===== src/rtl/pad_exerciser_pkg.sv =====
// rtl/pad_exerciser_pkg.sv - shared types and constants for the pad exerciser
package pad_exerciser_pkg;

    typedef enum logic [1:0] {
        MODE_INVERT = 2'd0,
        MODE_PASS   = 2'd1,
        MODE_WALK   = 2'd2,
        MODE_LFSR   = 2'd3
    } mode_e;

    typedef enum logic [1:0] {
        ST_IDLE = 2'd0,
        ST_LOAD = 2'd1,
        ST_RUN  = 2'd2
    } state_e;

    localparam logic [15:0] LFSR_SEED = 16'hACE1;
    localparam logic [15:0] LFSR_TAPS = 16'hB400;

    // Right-shifting Galois step; taps fold in when the bit shifted out is 1.
    function automatic logic [15:0] lfsr_next(input logic [15:0] s);
        return s[0] ? ((s >> 1) ^ LFSR_TAPS) : (s >> 1);
    endfunction

endpackage


===== src/rtl/pad_exerciser_if.sv =====
// rtl/pad_exerciser_if.sv - pad, control and flag signals of the pad exerciser
interface pad_exerciser_if #(
    parameter int IN_W  = 11,
    parameter int OUT_W = 4,
    parameter int NFLAG = 2,
    parameter int DIV_W = 16
);
    logic [IN_W-1:0]  in;
    logic             en;
    logic [1:0]       mode;
    logic [DIV_W-1:0] div;
    logic [NFLAG-1:0] flag_clr;
    logic [OUT_W-1:0] out;
    logic [NFLAG-1:0] flag;
    logic             step;

    modport master (
        output in, en, mode, div, flag_clr,
        input  out, flag, step
    );

    modport slave (
        input  in, en, mode, div, flag_clr,
        output out, flag, step
    );
endinterface


===== src/rtl/pad_exerciser_flag_capture.sv =====
// rtl/pad_exerciser_flag_capture.sv - synchronised rising-edge sticky flag for one pad
module flag_capture (
    input  logic clk,
    input  logic rst_n,
    input  logic pad_in,
    input  logic clr,
    output logic flag
);
    logic sync1_q, sync2_q, sync3_q, flag_q;
    logic sync1_d, sync2_d, sync3_d, flag_d;

    // A new edge wins over a simultaneous clear so no event is lost.
    always_comb begin
        sync1_d = pad_in;
        sync2_d = sync1_q;
        sync3_d = sync2_q;
        flag_d  = (sync2_q & ~sync3_q) | (flag_q & ~clr);
    end

    always_ff @(posedge clk or negedge rst_n) begin
        if (!rst_n) begin
            sync1_q <= 1'b0;
            sync2_q <= 1'b0;
            sync3_q <= 1'b0;
            flag_q  <= 1'b0;
        end else begin
            sync1_q <= sync1_d;
            sync2_q <= sync2_d;
            sync3_q <= sync3_d;
            flag_q  <= flag_d;
        end
    end

    assign flag = flag_q;
endmodule


===== src/rtl/pad_exerciser.sv =====
// rtl/pad_exerciser.sv - output pad pattern engine plus per-pad sticky edge flags
module pad_exerciser
    import pad_exerciser_pkg::*;
#(
    parameter int IN_W  = 11,
    parameter int OUT_W = 4,
    parameter int NFLAG = 2,
    parameter int DIV_W = 16
) (
    input logic             wb_clk,
    input logic             wb_rst_n,
    pad_exerciser_if.slave  bus
);
    localparam logic [OUT_W-1:0] WALK_INIT = OUT_W'(1);

    state_e           state_q, state_d;
    mode_e            mode_q, mode_d;
    logic [DIV_W-1:0] cnt_q, cnt_d;
    logic [OUT_W-1:0] walk_q, walk_d;
    logic [15:0]      lfsr_q, lfsr_d;
    logic [OUT_W-1:0] out_q, out_d;
    logic             step_q, step_d;
    logic [NFLAG-1:0] flag_w;
    logic             unused_in;

    logic [OUT_W-1:0] walk_rot;
    logic [15:0]      lfsr_nx;

    assign walk_rot  = {walk_q[OUT_W-2:0], walk_q[OUT_W-1]};
    assign lfsr_nx   = lfsr_next(lfsr_q);
    assign unused_in = ^bus.in;

    always_comb begin
        state_d = state_q;
        mode_d  = mode_q;
        cnt_d   = cnt_q;
        walk_d  = walk_q;
        lfsr_d  = lfsr_q;
        out_d   = out_q;
        step_d  = 1'b0;
        case (state_q)
            ST_IDLE: begin
                out_d = '0;
                if (bus.en) state_d = ST_LOAD;
            end
            ST_LOAD: begin
                cnt_d   = '0;
                walk_d  = WALK_INIT;
                lfsr_d  = LFSR_SEED;
                mode_d  = mode_e'(bus.mode);
                state_d = ST_RUN;
            end
            ST_RUN: begin
                if (!bus.en) begin
                    out_d   = '0;
                    state_d = ST_IDLE;
                end else if (mode_e'(bus.mode) != mode_q) begin
                    state_d = ST_LOAD;
                end else begin
                    case (mode_q)
                        MODE_INVERT: out_d = ~bus.in[OUT_W-1:0];
                        MODE_PASS:   out_d = bus.in[OUT_W-1:0];
                        default: begin
                            // >= so that lowering div mid-run steps immediately.
                            if (cnt_q >= bus.div) begin
                                step_d = 1'b1;
                                cnt_d  = '0;
                                if (mode_q == MODE_WALK) begin
                                    walk_d = walk_rot;
                                    out_d  = walk_rot;
                                end else begin
                                    lfsr_d = lfsr_nx;
                                    out_d  = lfsr_nx[OUT_W-1:0];
                                end
                            end else begin
                                cnt_d = cnt_q + DIV_W'(1);
                                out_d = (mode_q == MODE_WALK) ? walk_q : lfsr_q[OUT_W-1:0];
                            end
                        end
                    endcase
                end
            end
            default: state_d = ST_IDLE;
        endcase
    end

    always_ff @(posedge wb_clk or negedge wb_rst_n) begin
        if (!wb_rst_n) begin
            state_q <= ST_IDLE;
            mode_q  <= MODE_INVERT;
            cnt_q   <= '0;
            walk_q  <= WALK_INIT;
            lfsr_q  <= LFSR_SEED;
            out_q   <= '0;
            step_q  <= 1'b0;
        end else begin
            state_q <= state_d;
            mode_q  <= mode_d;
            cnt_q   <= cnt_d;
            walk_q  <= walk_d;
            lfsr_q  <= lfsr_d;
            out_q   <= out_d;
            step_q  <= step_d;
        end
    end

    for (genvar g = 0; g < NFLAG; g++) begin : g_flag
        flag_capture u_flag_capture (
            .clk    (wb_clk),
            .rst_n  (wb_rst_n),
            .pad_in (bus.in[g]),
            .clr    (bus.flag_clr[g]),
            .flag   (flag_w[g])
        );
    end

    assign bus.out  = out_q;
    assign bus.step = step_q;
    assign bus.flag = flag_w;
endmodule


===== src/flat_wrapper.sv =====
// flat-port wrapper written by rule: the top's interface ports become plain ports
module pad_exerciser_flat import pad_exerciser_pkg::*;
#(
    parameter int IN_W  = 11,
    parameter int OUT_W = 4,
    parameter int NFLAG = 2,
    parameter int DIV_W = 16
)
  (wb_clk, wb_rst_n, bus_in, bus_en, bus_mode, bus_div, bus_flag_clr, bus_out, bus_flag, bus_step);
  pad_exerciser_if #(.IN_W(IN_W), .OUT_W(OUT_W), .NFLAG(NFLAG), .DIV_W(DIV_W)) bus_i ();
  input logic wb_clk;
  input logic wb_rst_n;
  input wire logic [$bits(bus_i.in)-1:0] bus_in;
  input wire logic [$bits(bus_i.en)-1:0] bus_en;
  input wire logic [$bits(bus_i.mode)-1:0] bus_mode;
  input wire logic [$bits(bus_i.div)-1:0] bus_div;
  input wire logic [$bits(bus_i.flag_clr)-1:0] bus_flag_clr;
  output wire logic [$bits(bus_i.out)-1:0] bus_out;
  output wire logic [$bits(bus_i.flag)-1:0] bus_flag;
  output wire logic [$bits(bus_i.step)-1:0] bus_step;
  assign bus_i.in = bus_in;
  assign bus_i.en = bus_en;
  assign bus_i.mode = bus_mode;
  assign bus_i.div = bus_div;
  assign bus_i.flag_clr = bus_flag_clr;
  assign bus_out = bus_i.out;
  assign bus_flag = bus_i.flag;
  assign bus_step = bus_i.step;
  pad_exerciser #(.IN_W(IN_W), .OUT_W(OUT_W), .NFLAG(NFLAG), .DIV_W(DIV_W)) u_core (.wb_clk(wb_clk), .wb_rst_n(wb_rst_n), .bus(bus_i));
endmodule

===== config.mk =====
export PLATFORM = sky130hd
export DESIGN_NAME = pad_exerciser_flat
export DESIGN_NICKNAME = d
export VERILOG_FILES = /design/src/rtl/pad_exerciser_pkg.sv /design/src/rtl/pad_exerciser_if.sv /design/src/rtl/pad_exerciser_flag_capture.sv /design/src/rtl/pad_exerciser.sv /design/src/flat_wrapper.sv
export SDC_FILE = /design/constraint.sdc
export NUM_CORES = 1
export LEC_CHECK = 0
export CAP_MARGIN = 20
export CORE_ASPECT_RATIO = 1.1
export CORE_MARGIN = 1
export CORE_UTILIZATION = 30
export DETAILED_ROUTE_END_ITERATION = 7
export DONT_BUFFER_PORTS = 1
export GPL_TIMING_DRIVEN = 0
export SYNTH_ARGS = -nofsm -noshare
export SYNTH_HDL_FRONTEND = slang
export SYNTH_SLANG_ARGS = --single-unit

===== constraint.sdc =====
create_clock -name wb_clk -period 8.1 [get_ports wb_clk]
set_input_delay 0.81 -clock wb_clk [delete_from_list [all_inputs] [get_ports wb_clk]]
set_output_delay 0.81 -clock wb_clk [all_outputs]
set_load 0.02 [all_outputs]

==> results.md <==
- Core footprint: approximately 9100 µm²
- Internal: slightly below 0.4 mW
- Net Count, Synth: 344
- WS Path Type: in -> reg
- Largest net degree at the start of global routing: 54
- Post-DP HPWL: approximately 4300 µm
- Post-Synthesis Cells: approximately 290
- Final worst path period share: about 38%
- Post-CTS resize count: 0
- Worst-path clk slew: ~100 ps
- Total wire length: between 5000 and 6000 µm
- Synth unique cells: between 40 and 50
- Highest attainable clock frequency: 321 MHz
- Number of diodes: 0
- Vias in the first global route: between 2000 and 2500
- PortBufs: 0
- Most common flop cell mapped by yosys: dfrtp_1
- CP max stage cell: or4_1
- Global-route wire length before repair: approximately 10000 µm
- Min-delay worst type: in -> async
- Post-synth EDFFs: 0
- Sw Share: 33.9%
- Area contributors post-synth: dfrtp_1 (39%), dfstp_2 (8.3%), ha_1 (7.5%)
- Sw Pwr: 0.201 mW
- Average cell area after synthesis: 9.74 µm²
- Clock tree sinks: 53
- Fill count: about 920
- Total grt overflow: 0
- Comb pwr share: 25.9%
- Area of the mapped netlist: 2850 µm²
- Total track usage: about an eighth
- Post-synthesis sequential area ratio: a little under half
- Worst EP required: 8290 ps
- Yosys top cell area share: approximately two fifths
- Launch point of the worst reg-to-reg path: u_core.cnt_q[13]
- Die X: between 90 and 100 µm
- Multi-input gate area: 1350 µm²
- Vias: ~2000
- Final ANT Viol Nets: 0
- Clock Latency Late Sink: 300 ps
- CTS tree: yes
- H-tree levels: 2
- Die height: roughly 100 µm
- FF-to-FF path depth: 9
- Vias per cell: 4.91
- Crit end category: flip-flop
- Crit path cell chain: inv_1 -> ha_1 -> nand4_2 -> or3_1 -> or4_1 -> and3_1 -> buf_6 -> a21oi_2 -> buf_2 -> nor2_1
- Residual DRC: 0
- Rows: 36
- Min Clock Period, post-route: slightly above 3000 ps
- CP max FO: 10
- Crit path DAT: 3310 ps
- Seq. cell area: ~1300 µm²
- Antenna violations before repair: 0
- Flop-to-flop setup slack: between 5000 and 6000 ps
- PnR worst setup slack: between 4000 and 5000 ps
- # setup viols final: 0
- Routability congestion estimate: approximately 0.75
- Max Buffers Root-to-Sink: 2
- First-pass DRT Iterations: 4
- Setup bufs post-CTS: 0
- Max-capacitance violation count: 0
- Max incr delay on CP: just over 600 ps
- Initial core utilization: between 30% and 40%
- Nets: approximately 350
- Setup_tns: 0 ps
- R2r endpoint: u_core.cnt_q[12]
- Post-CTS Hold Fix Bufs: 0
- # IOs: 41
- Clock power frac: between 20 and 30%
- Power density over the cells: around 190 nW/µm²
- Status: completed
- Ys async rst share: 100%
- Layout cells sized above 1: around a tenth
- Final slew viol count: 0
- Crit start category: input port
- Worst Tran Pin Value: approximately 560 ps
- Leakage power: 1.42 nW
- CTS root buf: clkbuf_8
- Routed wire per std cell: 13.8 µm
- Hold Slack: about 190 ps
- Area leader, netlist: dfrtp_1
- Place WS: 4650 ps
- DR iter-0 viols: 145
- CTS buffer count: 5
- Die area: ~10000 µm²
- Worst VDD drop: approximately 0.000074 V
- Area Growth Syn to Fin: 8.15%
- Slew HR: between 60 and 70%
- Fin Clk Skew: 3.77 ps
- Final hold violation count: 0
- Seq pwr share: roughly half
- Synthesis Warnings: 0
- Register bit count reported by yosys: 53
- RSZ-0062 raised after global routing: false
## cells in the mapped netlist (all sizes together), types with 5 or more instances
cell    instances
nand3           8
a22o           10
nor2           29
a21oi          13
nand2          32
nor3            9
ha             17
buf             7
dfrtp          44
dfstp           9
nand2b         10
xor2           11
xnor2          12
a211o           5
o21ai           6
clkbuf          7
o22a            5
inv            24
## power groups by stage
stage	Clock, mW	Sequential (mW)	Combinational, mW
floorplan	0	0.290	0.121
global placement	0	0.291	0.151
detailed placement	0	0.292	0.154
CTS	0.157	0.287	0.155
global route	0.165	0.289	0.176
finish	0.152	0.287	0.153
## flip-flops by register name, indices dropped and copies added, names as in the netlist
name                                  cells
u_core.mode_q                             2
u_core.walk_q                             4
u_core.state_q                            2
u_core.lfsr_q                            16
u_core.g_flag.u_flag_capture.sync3_q      2
u_core.g_flag.u_flag_capture.flag         2
u_core.g_flag.u_flag_capture.sync1_q      2
u_core.g_flag.u_flag_capture.sync2_q      2
u_core.bus.step                           1
u_core.bus.out                            4
u_core.cnt_q                             16
## metal layers
layer | part of all wire [%] | global-route usage (%) | up-vias | routed length [µm]
met3 | 4.4 | 3.36 | 6 | 253
li1 | - | - | 1021 | -
met5 | 0 | 0 | - | 0
met4 | 1.1 | 2.81 | 0 | 65
met2 | 47 | 20.1 | 26 | 2710
met1 | 47 | 17.0 | 986 | 2710
## through the flow
step	instance area [µm²]	instances	utilization, %	total power, mW
6_report	3090	415	34.1	0.592
5_1_grt	3090	415	34.1	0.630
4_1_cts	3090	415	34.1	0.599
3_5_place_dp	3000	407	33.1	0.446
3_3_place_gp	3000	407	33.1	0.442
2_1_floorplan	2850	293	-	0.411
## cells by family after synthesis
family	synth area share, %
AOI/OAI and AO/OA	14.1
xor gates and xnor gates	7.06
adders and majority gates	7.45
buffers and inverters	5.87
DFF	46.9
muxes	0.789
and+or+nand+nor	17.8
## critical path: cells and delay by family
kind | cells | cell delay, ps
fa+ha+maj | 1 | 310
compound gates | 1 | 250
simple gates | 5 | 1490
buf+inv | 3 | 440
## worst max path at each step
stage / startpoint / end / slack, ps / depth (start not counted)
CTS: bus_div[15] / u_core.cnt_q[12] / 4970 / 10
global route: bus_div[15] / u_core.cnt_q[7] / 4810 / 10
detailed placement: bus_div[15] / u_core.bus.out[2] / 4650 / 10
global placement: bus_div[15] / u_core.cnt_q[13] / 4680 / 10
finish: bus_div[15] / u_core.cnt_q[12] / 4980 / 10
floorplan: bus_div[15] / u_core.bus.out[2] / 4910 / 10
## final cells by class
cell class	instances	area share [%]
tap	114	4.62
clock inverter	3	0.689
multi-input combinational	202	43.7
sequential	53	43.3
buffer	14	2.51
inverter	24	2.92
clock buffer	5	2.23
## cells in the final DEF (no fill, tap or decap), types with 2 or more instances in the layout
cell and count:
nand3_1 8, clkbuf_1 7, a21oi_1 12, o21a_1 2, nand4_1 3, inv_1 24
dfstp_2 9, xor2_1 11, nand2_1 32, and3_1 3, a22o_1 10, buf_6 2
nor4_1 3, ha_1 17, nor3_1 7, dfrtp_1 44, nor2b_1 2, o22a_1 5
buf_2 2, clkbuf_8 5, buf_4 2, a2bb2oi_1 3, o22ai_1 3, nor2_1 29
xnor2_1 12, a211o_1 5, nand2b_1 10, a31oi_1 2, o21ai_0 5, or3_1 2
a32o_1 4, mux2_2 2
No activity file was read; power rests on OpenSTA's default activity.
